<file path="config.mk">
export PLATFORM = sky130hd
export DESIGN_NAME = calc_ctrl_flat
export DESIGN_NICKNAME = d
export VERILOG_FILES = /design/src/rtl/calc_pkg.sv /design/src/rtl/calc_ctrl_if.sv /design/src/rtl/calc_ctrl_bcd_entry.sv /design/src/rtl/calc_ctrl.sv /design/src/flat_wrapper.sv
export SDC_FILE = /design/constraint.sdc
export NUM_CORES = 1
export LEC_CHECK = 0
export ABC_AREA = 1
export BUFFER_PORTS_ARGS = -buffer_cell sky130_fd_sc_hd__buf_2
export CAP_MARGIN = 40
export CORE_UTILIZATION = 45
export DETAILED_ROUTE_END_ITERATION = 16
export PLACE_DENSITY_LB_ADDON = 0.08
export SKIP_CTS_REPAIR_TIMING = 1
export SYNTH_ARGS = -nofsm -noshare
export SYNTH_HDL_FRONTEND = slang
export SYNTH_SLANG_ARGS = --single-unit
export TNS_END_PERCENT = 100
</file>
<file path="constraint.sdc">
create_clock -name clk -period 2.05 [get_ports clk]
set_input_delay 0.1025 -clock clk [delete_from_list [all_inputs] [get_ports clk]]
set_output_delay 0.1025 -clock clk [all_outputs]
set_load 0.01 [all_outputs]
</file>
<file path="src/rtl/calc_pkg.sv">
// Shared constants for the calculator controller: key codes, ALU op codes,
// the ALU's NaN result code and the controller state encoding.
package calc_pkg;
  localparam logic [3:0] KEY_EQ  = 4'd10;
  localparam logic [3:0] KEY_CLR = 4'd11;
  localparam logic [3:0] OP_ADD  = 4'd12;
  localparam logic [3:0] OP_SUB  = 4'd13;
  localparam logic [3:0] OP_MUL  = 4'd14;
  localparam logic [3:0] OP_DIV  = 4'd15;

  localparam logic [15:0] CALC_NAN = 16'hFBAB;

  typedef enum logic [2:0] {
    ENTER1 = 3'd0,
    ENTER2 = 3'd1,
    EXEC   = 3'd2,
    CAPT   = 3'd3,
    SHOW   = 3'd4,
    ERR    = 3'd5
  } state_e;

  function automatic logic is_digit(input logic [3:0] k);
    return k <= 4'd9;
  endfunction

  function automatic logic is_op(input logic [3:0] k);
    return k >= OP_ADD;
  endfunction
endpackage

</file>
<file path="src/rtl/calc_ctrl_if.sv">
// Keypad, ALU and display signals of the calculator controller.
interface calc_ctrl_if;
  logic [3:0]  key_code;
  logic        key_valid;
  logic [15:0] alu_num1;
  logic [15:0] alu_num2;
  logic [3:0]  alu_op;
  logic        alu_exe;
  logic [15:0] alu_res;
  logic [15:0] disp;
  logic        busy;
  logic        err;

  // master = the controller, slave = keypad/ALU/display side
  modport master (input  key_code, key_valid, alu_res,
                  output alu_num1, alu_num2, alu_op, alu_exe, disp, busy, err);
  modport slave  (output key_code, key_valid, alu_res,
                  input  alu_num1, alu_num2, alu_op, alu_exe, disp, busy, err);
endinterface

</file>
<file path="src/rtl/calc_ctrl_bcd_entry.sv">
// One BCD operand: nibble shift register plus digit counter.
// Priority is clr > load > digit; digits beyond MAX_DIGITS are dropped.
module bcd_entry #(
  parameter int MAX_DIGITS = 4
) (
  input  logic        clk,
  input  logic        rst,
  input  logic        clr,
  input  logic        load,
  input  logic [15:0] load_val,
  input  logic [2:0]  load_cnt,
  input  logic        dig_en,
  input  logic [3:0]  dig,
  output logic [15:0] val,
  output logic [2:0]  cnt
);
  localparam logic [2:0] MAXC = 3'(MAX_DIGITS);

  always_ff @(posedge clk or posedge rst) begin
    if (rst) begin
      val <= '0;
      cnt <= '0;
    end else if (clr) begin
      val <= '0;
      cnt <= '0;
    end else if (load) begin
      val <= load_val;
      cnt <= load_cnt;
    end else if (dig_en && cnt < MAXC) begin
      val <= {val[11:0], dig};
      cnt <= cnt + 3'd1;
    end
  end
endmodule

</file>
<file path="src/rtl/calc_ctrl.sv">
// Calculator keypad controller: collects two BCD operands, drives the ALU and
// the display. Define CALC_CHAIN_EN to let an op key in SHOW reuse the result.
module calc_ctrl
  import calc_pkg::*;
#(
  parameter int MAX_DIGITS = 4
) (
  input logic         clk,
  input logic         rst,
  calc_ctrl_if.master bus
);
  localparam logic [2:0] MAXC = 3'(MAX_DIGITS);

  state_e             st, st_n;
  logic [3:0]         op, op_n;
  logic [15:0]        result;
  logic [3:0]         k;
  logic               kdig, kop, keq, kclr;
  logic [1:0]         clr_e, load_e, dig_e;
  logic [1:0][15:0]   val, load_val;
  logic [1:0][2:0]    cnt, load_cnt;
  logic [15:0]        disp;

  assign k    = bus.key_code;
  assign kdig = bus.key_valid && is_digit(k);
  assign kop  = bus.key_valid && is_op(k);
  assign keq  = bus.key_valid && (k == KEY_EQ);
  assign kclr = bus.key_valid && (k == KEY_CLR);

  // operand 0 = num1, operand 1 = num2
  for (genvar i = 0; i < 2; i++) begin : g_opnd
    bcd_entry #(.MAX_DIGITS(MAX_DIGITS)) u_ent (
      .clk      (clk),
      .rst      (rst),
      .clr      (clr_e[i]),
      .load     (load_e[i]),
      .load_val (load_val[i]),
      .load_cnt (load_cnt[i]),
      .dig_en   (dig_e[i]),
      .dig      (k),
      .val      (val[i]),
      .cnt      (cnt[i])
    );
  end

  always_comb begin
    st_n     = st;
    op_n     = op;
    clr_e    = '0;
    load_e   = '0;
    dig_e    = '0;
    load_val = '0;
    load_cnt = '0;
    if (kclr) begin
      // clear wins in every state, including the busy ones
      clr_e = 2'b11;
      op_n  = OP_ADD;
      st_n  = ENTER1;
    end else begin
      case (st)
        ENTER1: begin
          if (kdig) dig_e[0] = 1'b1;
          else if (kop) begin
            op_n     = k;
            clr_e[1] = 1'b1;
            st_n     = ENTER2;
          end
        end
        ENTER2: begin
          if (kdig) dig_e[1] = 1'b1;
          else if (kop && cnt[1] == '0) op_n = k;
          else if (keq) st_n = EXEC;
        end
        EXEC: st_n = CAPT;
        CAPT: st_n = (bus.alu_res == CALC_NAN) ? ERR : SHOW;
        SHOW: begin
          if (kdig) begin
            load_e[0]   = 1'b1;
            load_val[0] = {12'd0, k};
            load_cnt[0] = 3'd1;
            st_n        = ENTER1;
          end
`ifdef CALC_CHAIN_EN
          else if (kop) begin
            load_e[0]   = 1'b1;
            load_val[0] = result;
            load_cnt[0] = MAXC;
            op_n        = k;
            clr_e[1]    = 1'b1;
            st_n        = ENTER2;
          end
`endif
        end
        default: ;
      endcase
    end
  end

  always_ff @(posedge clk or posedge rst) begin
    if (rst) begin
      st     <= ENTER1;
      op     <= OP_ADD;
      result <= '0;
    end else begin
      st <= st_n;
      op <= op_n;
      if (kclr) result <= '0;
      else if (st == CAPT) result <= bus.alu_res;
    end
  end

  always_comb begin
    disp = val[0];
    case (st)
      ENTER2:           disp = (cnt[1] != '0) ? val[1] : val[0];
      EXEC, CAPT, SHOW: disp = result;
      ERR:              disp = CALC_NAN;
      default: ;
    endcase
  end

  // exe/busy/err decode straight from the state register so rst drops them at once
  assign bus.alu_exe  = (st == EXEC);
  assign bus.busy     = (st == EXEC) || (st == CAPT);
  assign bus.err      = (st == ERR);
  assign bus.alu_num1 = val[0];
  assign bus.alu_num2 = val[1];
  assign bus.alu_op   = op;
  assign bus.disp     = disp;
endmodule

</file>
<file path="src/flat_wrapper.sv">
// flat-port wrapper written by rule: the top's interface ports become plain ports
module calc_ctrl_flat import calc_pkg::*;
#(
  parameter int MAX_DIGITS = 4
)
  (clk, rst, bus_key_code, bus_key_valid, bus_alu_res, bus_alu_num1, bus_alu_num2, bus_alu_op, bus_alu_exe, bus_disp, bus_busy, bus_err);
  calc_ctrl_if bus_i ();
  input logic clk;
  input logic rst;
  input wire logic [$bits(bus_i.key_code)-1:0] bus_key_code;
  input wire logic [$bits(bus_i.key_valid)-1:0] bus_key_valid;
  input wire logic [$bits(bus_i.alu_res)-1:0] bus_alu_res;
  output wire logic [$bits(bus_i.alu_num1)-1:0] bus_alu_num1;
  output wire logic [$bits(bus_i.alu_num2)-1:0] bus_alu_num2;
  output wire logic [$bits(bus_i.alu_op)-1:0] bus_alu_op;
  output wire logic [$bits(bus_i.alu_exe)-1:0] bus_alu_exe;
  output wire logic [$bits(bus_i.disp)-1:0] bus_disp;
  output wire logic [$bits(bus_i.busy)-1:0] bus_busy;
  output wire logic [$bits(bus_i.err)-1:0] bus_err;
  assign bus_i.key_code = bus_key_code;
  assign bus_i.key_valid = bus_key_valid;
  assign bus_i.alu_res = bus_alu_res;
  assign bus_alu_num1 = bus_i.alu_num1;
  assign bus_alu_num2 = bus_i.alu_num2;
  assign bus_alu_op = bus_i.alu_op;
  assign bus_alu_exe = bus_i.alu_exe;
  assign bus_disp = bus_i.disp;
  assign bus_busy = bus_i.busy;
  assign bus_err = bus_i.err;
  calc_ctrl #(.MAX_DIGITS(MAX_DIGITS)) u_core (.clk(clk), .rst(rst), .bus(bus_i));
endmodule
</file>
# Word level (Yosys, flattened, before mapping)

Cells that the tools add are included.

$lt $le $gt $ge: 4
Add/subtract/negate cells: 2
Equal/unequal tests: 15
Reductions and logical operators: 19
Muxes and demuxes: 46

Operators with widths:

| cell                 | count |
|---|---|
| $mux 16              | 10 |
| $pmux 16 s3          | 1 |
| $mux 3               | 14 |
| $mux 4               | 6 |
| $eq 16x16->1 const B | 1 |
| $pmux 3 s5           | 1 |
| $mux 1               | 12 |
| $ne 3x1->1 const B   | 4 |
| $reduce_bool 3->1    | 3 |
| $eq 4x4->1 const B   | 2 |
| $pmux 4 s2           | 1 |
| $logic_and 1x1->1    | 7 |
| $reduce_and 7->1     | 1 |
| $add 3x1->3 const B  | 2 |
| $eq 3x2->1 const B   | 2 |
| $eq 3x3->1 const B   | 2 |
| $logic_not 3->1      | 2 |
| $lt 3x3->1 const B   | 2 |
| $ne 3x3->1 const B   | 2 |
| $reduce_bool 6->1    | 1 |
| $reduce_and 5->1     | 1 |
| $ge 4x4->1 const B   | 1 |
| $le 4x4->1 const B   | 1 |
| $reduce_bool 2->1    | 2 |
| other kinds (5)      | 5 |

Output and inout bits: 55
Register bits: 61
Input port bits: 23

# Logic depth before layout (Yosys ltp)

Depth in word-level cells: 9
Depth in mapped cells: 9

# Hierarchy

Synthesis repeated with hierarchy kept, for this count alone.

Cells, all modules: 521
Area total of the unflattened synthesis: 3,580.9 um^2

By module, submodules not included:

| module    | area an instance (um^2) | cells an instance | instances | seq. area each (um^2) |
|---|---|---|---|---|
| bcd_entry | 977.2                   | 135               | 2         | 475.5 |
| calc_ctrl | 1,626.6                 | 251               | 1         | 578.1 |

# Least setup slack after synthesis

OpenSTA, ideal clock, no wires.

Path type: flip-flop to output port
From: register u_core.g_opnd[1].u_ent.cnt[0]
To: output port bus_disp[11]
Data arrival time: 1,438 ps
Slack: 509 ps
Stages on the path, launching flop included: 8
Path through: dfrtp_1 > inv_1 > ha_1 > inv_1 > nor2_1 > clkbuf_1 > nor2_1 > o211ai_1

Longest elaborated chain between the ends: 3

Ends and longest elaborated chain:

| element                | RTL line                  | source |
|---|---|---|
| from (decl)            | calc_ctrl_bcd_entry.sv:15 | `output logic [2:0] cnt` |
| from (signal assigned) | calc_ctrl_bcd_entry.sv:28 | `cnt <= load_cnt;` |
| from (signal assigned) | calc_ctrl_bcd_entry.sv:31 | `cnt <= cnt + 3'd1;` |
| $reduce_bool 3->1      | calc_ctrl.sv:115          | `ENTER2: disp = (cnt[1] != '0) ? val[1] : val[0];` |
| $mux 16                | calc_ctrl.sv:115          |  |
| $pmux 16 s3            | calc_ctrl.sv:114          | `case (st)` |
| to (decl)              | flat_wrapper.sv:17        | `output wire logic [$bits(bus_i.disp)-1:0] bus_disp;` |

Every way passes these cells.

# Worst setup path in the final report

From: register u_core.g_opnd[1].u_ent.cnt[0]
To: output port bus_disp[0]

The elaborated chain is that of the path after synthesis.

==> metrics list <==
- Worst-case clock buffer depth: 2
- In this run the remaining antenna-violating nets after routing total 0.
- Biggest area contributors in the synthesized netlist: sky130_fd_sc_hd__dfrtp_1 46%, sky130_fd_sc_hd__nand2_1 9.3%, sky130_fd_sc_hd__nand3_1 7.3%
- Logic depth of the worst register-to-register path: 10
- Achievable frequency: 495 MHz
- Switching power as a share of total power: 45.4%
- Count of cell instances traversed by the critical path: 8
- STA classifies the critical path startpoint as a flip-flop.
- Die extent in y: 86.8 um
- Initial cell density of the core: 47.2%
- Combinational Power Share: 53.9%
* Clock insertion delay at the later pin of the skew report: 340 ps
- Setup total negative slack on the finished layout was measured at 0 ps.
- In this run the tool buffered the top-level ports with 77 buffer cells.
- Broken down by cell family, the worst path's largest delay share belongs to buffers and inverters.
- Critical path buffer and inverter count: 4
* Maximum number of pins on one net before global-route repair: 28
* Worst setup path end: bus_disp[0]
- The floorplan step defined a die boundary enclosing 0.00754 sq mm.
- Total global-route track usage: 25.1%
- The worst setup path is captured at an output port.
- Post-placement setup slack: 294 ps
- Synth Warn #: 0
* Number of enable flip-flop cells after synthesis: 0
- Clock skew on the completed layout was measured at 8.55 ps.
* Most used flip-flop cell after synthesis: sky130_fd_sc_hd__dfrtp_1
- Async set or reset register ratio after synthesis: 100%
- Cell-internal power: 0.00376 W
- Worst Hold Depth: 3
* Row Count: 30
* Number of distinct standard cells referenced by the synthesized netlist: 30
- The initial antenna violation count was 0.
* Gate count after technology mapping: 409
- The signal on the critical path passes through inv_2 -> ha_2 -> inv_1 -> nor2_4 -> buf_2 -> nor2_1 -> o211ai_1 -> buf_2.
- Average via count per standard cell: 5.25
- Core area: 0.00687 sq mm
- Number of buffers created by CTS: 9
- Of all nets on the critical path, the largest fanout is 6.
- Cell types with the highest counts after synthesis: 80 x sky130_fd_sc_hd__nand2_1, 59 x sky130_fd_sc_hd__dfrtp_1, 47 x sky130_fd_sc_hd__nand3_1
- Areal power density over the cells: 1710 mW/mm^2
* Netlist Area Pre-Place: 0.00324 sq mm
- Classification of the worst-slack hold path: in2reg
- Top-level I/O count: 78
- Worst-path clk slew: 70 ps
- At the end of routability-driven placement, the weighted congestion stood at 0.870.
- For this design the total switching power over the nets is 0.00313 W.
- Registers are responsible for 30.5% of the overall power.
- Sequential elements use 47.2% of the synthesized area.
- Of the post-synthesis cell area, the dominant cell type holds 45.6%.
- The smallest clock period supported by the final layout is computed as 2020 ps.
- In this run, synthesis produced a sequential element count of 61.
* Number of remaining DRC errors: 0
- The final number of max-transition violations is 0.
* Initial DRC count: 207
- Routed via count: 3163
- In this run the critical register-to-register path is captured at u_core.bus.alu_op[0].
* Register-to-register path setup slack: 270 ps
* Cell with the most instances on the worst path: sky130_fd_sc_hd__buf_2
* Net count after synthesis: 435
- VDD IR-drop max: 786 uV
- Hold Vio Cnt, Final: 0
- The via count of the first global-routing pass is 2827.
- Run status: finished clean
* Unrepaired setup endpoints after global routing: true
- The cell sitting at the root of the clock tree is a sky130_fd_sc_hd__clkbuf_8.
- The worst pin sits at a relative slew slack of 61.5%.
- The tree built by TritonCTS fans out to 61 sinks.
- Slowest-stage cell, CP: sky130_fd_sc_hd__dfrtp_1
* Setup-violating endpoint count in the final report: 0
- The first global-routing pass estimated 14100 um of wire.
- Tracing the worst setup path back leads to its startpoint at u_core.g_opnd[1].u_ent.cnt[0].
- The H-tree generated during clock tree synthesis spans 3 levels.
* Die span in x: 86.8 um
* Inserted Diodes: 0
- Final WL: 9040 um
- Routed length per instance: 15.0 um
- The largest total area in the synthesized netlist belongs to sky130_fd_sc_hd__dfrtp_1.
- Leakage power summed over all cells: 2.06 nW
* Post-DP HPWL: 6600 um
* Worst Tran Pin Value: 575 ps
- Critical path class: reg2out
- For the worst setup path, the data required time is 1950 ps.
- The first TritonRoute pass finished after 5 iterations.
- In this run the cell area measured after placement is 0.00371 sq mm.
* Post-Layout Inst Area: 0.00403 sq mm
* Worst min-delay path startpoint: bus_alu_res[7]
- The worst register-to-register path begins at u_core.g_opnd[1].u_ent.cnt[0].
- Arrival time worst endpoint: 1920 ps
* Worst hold slack: 14.3 ps
- Slowest stage delay, CP: 390 ps
* Clock network power share: 15.6%
* Leftover overflow at the end of global routing: 0
* Final setup slack of the worst path: 29.9 ps
- For this run, the post-layout net count is 527.
- The tool flagged a number of max-cap violations equal to 0.
- TritonCTS built the clock tree.
- Relative area change from synthesis to final layout: 24.4%
- A synthesized cell averages 7.92 sq um.
- Fraction of final layout cells sized beyond drive strength 1: 28.5%
* Period utilisation layout: 98.5%
- Cell with the most instances after synthesis: sky130_fd_sc_hd__nand2_1
## flip-flops by register name, summed over array words and instances (netlist names)
register / cells
u_core.result: 16
u_core.bus.alu_op: 4
u_core.g_opnd.u_ent.val: 32
u_core.g_opnd.u_ent.cnt: 6
u_core.st: 3
## worst reg2reg max path, cell delays in order (launching register included)
cell	delay (ps)
sky130_fd_sc_hd__dfrtp_1	390
sky130_fd_sc_hd__inv_2	80
sky130_fd_sc_hd__ha_2	210
sky130_fd_sc_hd__inv_1	70
sky130_fd_sc_hd__nor2_4	150
sky130_fd_sc_hd__buf_4	130
sky130_fd_sc_hd__nand2_1	50
sky130_fd_sc_hd__nand3_1	90
sky130_fd_sc_hd__o211ai_1	260
sky130_fd_sc_hd__nand2_1	120
sky130_fd_sc_hd__o21ai_0	90
## metal layers
metal  vias to the layer above  global-route usage [%]  wire length, um
met5                         -                       0                0
met4                         0                    11.7              197
met3                        16                    3.71              391
met2                        98                    37.2             4140
met1                      1495                    36.2             4310
li1                       1554                       -                -
## cell type report
type / count / area [sq um]
fill: 669 / 2840
multi-input combinational: 280 / 1430
timing repair buffer: 97 / 556
clock inverter: 4 / 47.5
clock buffer: 12 / 145
inverter: 52 / 200
tap: 96 / 120
sequential: 61 / 1530
## worst min path at each step
| stage | end | slack [ps] |
|---|---|---|
| after floorplan | u_core.g_opnd[0].u_ent.val[2] | 220 |
| after global placement | u_core.g_opnd[1].u_ent.val[13] | 130 |
| after detailed placement | u_core.g_opnd[1].u_ent.val[13] | 150 |
| after CTS | u_core.g_opnd[1].u_ent.val[15] | -220 |
| after global routing | u_core.result[14] | 20 |
| final | u_core.result[7] | 10 |
## cell usage in the layout (no fill, tap or decap), types with 3 or more instances in the layout
cell type | netlist | routed
sky130_fd_sc_hd__o21ai_0 | 41 | 40
sky130_fd_sc_hd__clkbuf_8 | 0 | 10
sky130_fd_sc_hd__nand2_1 | 80 | 79
sky130_fd_sc_hd__o211ai_1 | 15 | 15
sky130_fd_sc_hd__nand2_2 | 5 | 5
sky130_fd_sc_hd__buf_4 | 1 | 15
sky130_fd_sc_hd__nor2_4 | 4 | 5
sky130_fd_sc_hd__dfrtp_2 | 0 | 3
sky130_fd_sc_hd__o21ai_1 | 12 | 13
sky130_fd_sc_hd__buf_2 | 7 | 78
sky130_fd_sc_hd__o22ai_1 | 10 | 10
sky130_fd_sc_hd__inv_1 | 44 | 42
sky130_fd_sc_hd__nor2_1 | 33 | 32
sky130_fd_sc_hd__dfrtp_1 | 59 | 56
sky130_fd_sc_hd__inv_2 | 7 | 8
sky130_fd_sc_hd__nand3_1 | 47 | 47
sky130_fd_sc_hd__a21oi_1 | 17 | 17
## per-stage QoR
stage | power (W) | utilization [%] | std cells
2_1_floorplan | 0.00417 | - | 409
3_3_place_gp | 0.00537 | 54.0 | 575
3_5_place_dp | 0.00543 | 54.0 | 575
4_1_cts | 0.00651 | 56.8 | 591
5_1_grt | 0.00741 | 58.7 | 602
6_report | 0.00690 | 58.7 | 602
## power by group through the flow
stage	combinational, W	clock [W]	sequential, W
6_report	0.00372	0.00107	0.00211
5_1_grt	0.00411	0.00114	0.00216
4_1_cts	0.00333	0.00109	0.00209
3_5_place_dp	0.00332	0	0.00211
3_3_place_gp	0.00327	0	0.00210
2_1_floorplan	0.00204	0	0.00214
## logic make-up (layout without fill, tap and decap cells)
group / Yosys count / after routing / share of synthesized area (%)
AO/OA/AOI/OAI: 99 / 99 / 17.5
adder cells (fa/ha/maj): 3 / 3 / 1.16
buffers and inverters: 68 / 165 / 9.27
flip-flops: 61 / 61 / 47.2
AND/OR/NAND/NOR: 178 / 178 / 24.9
Power figures use the tool's default switching activity.
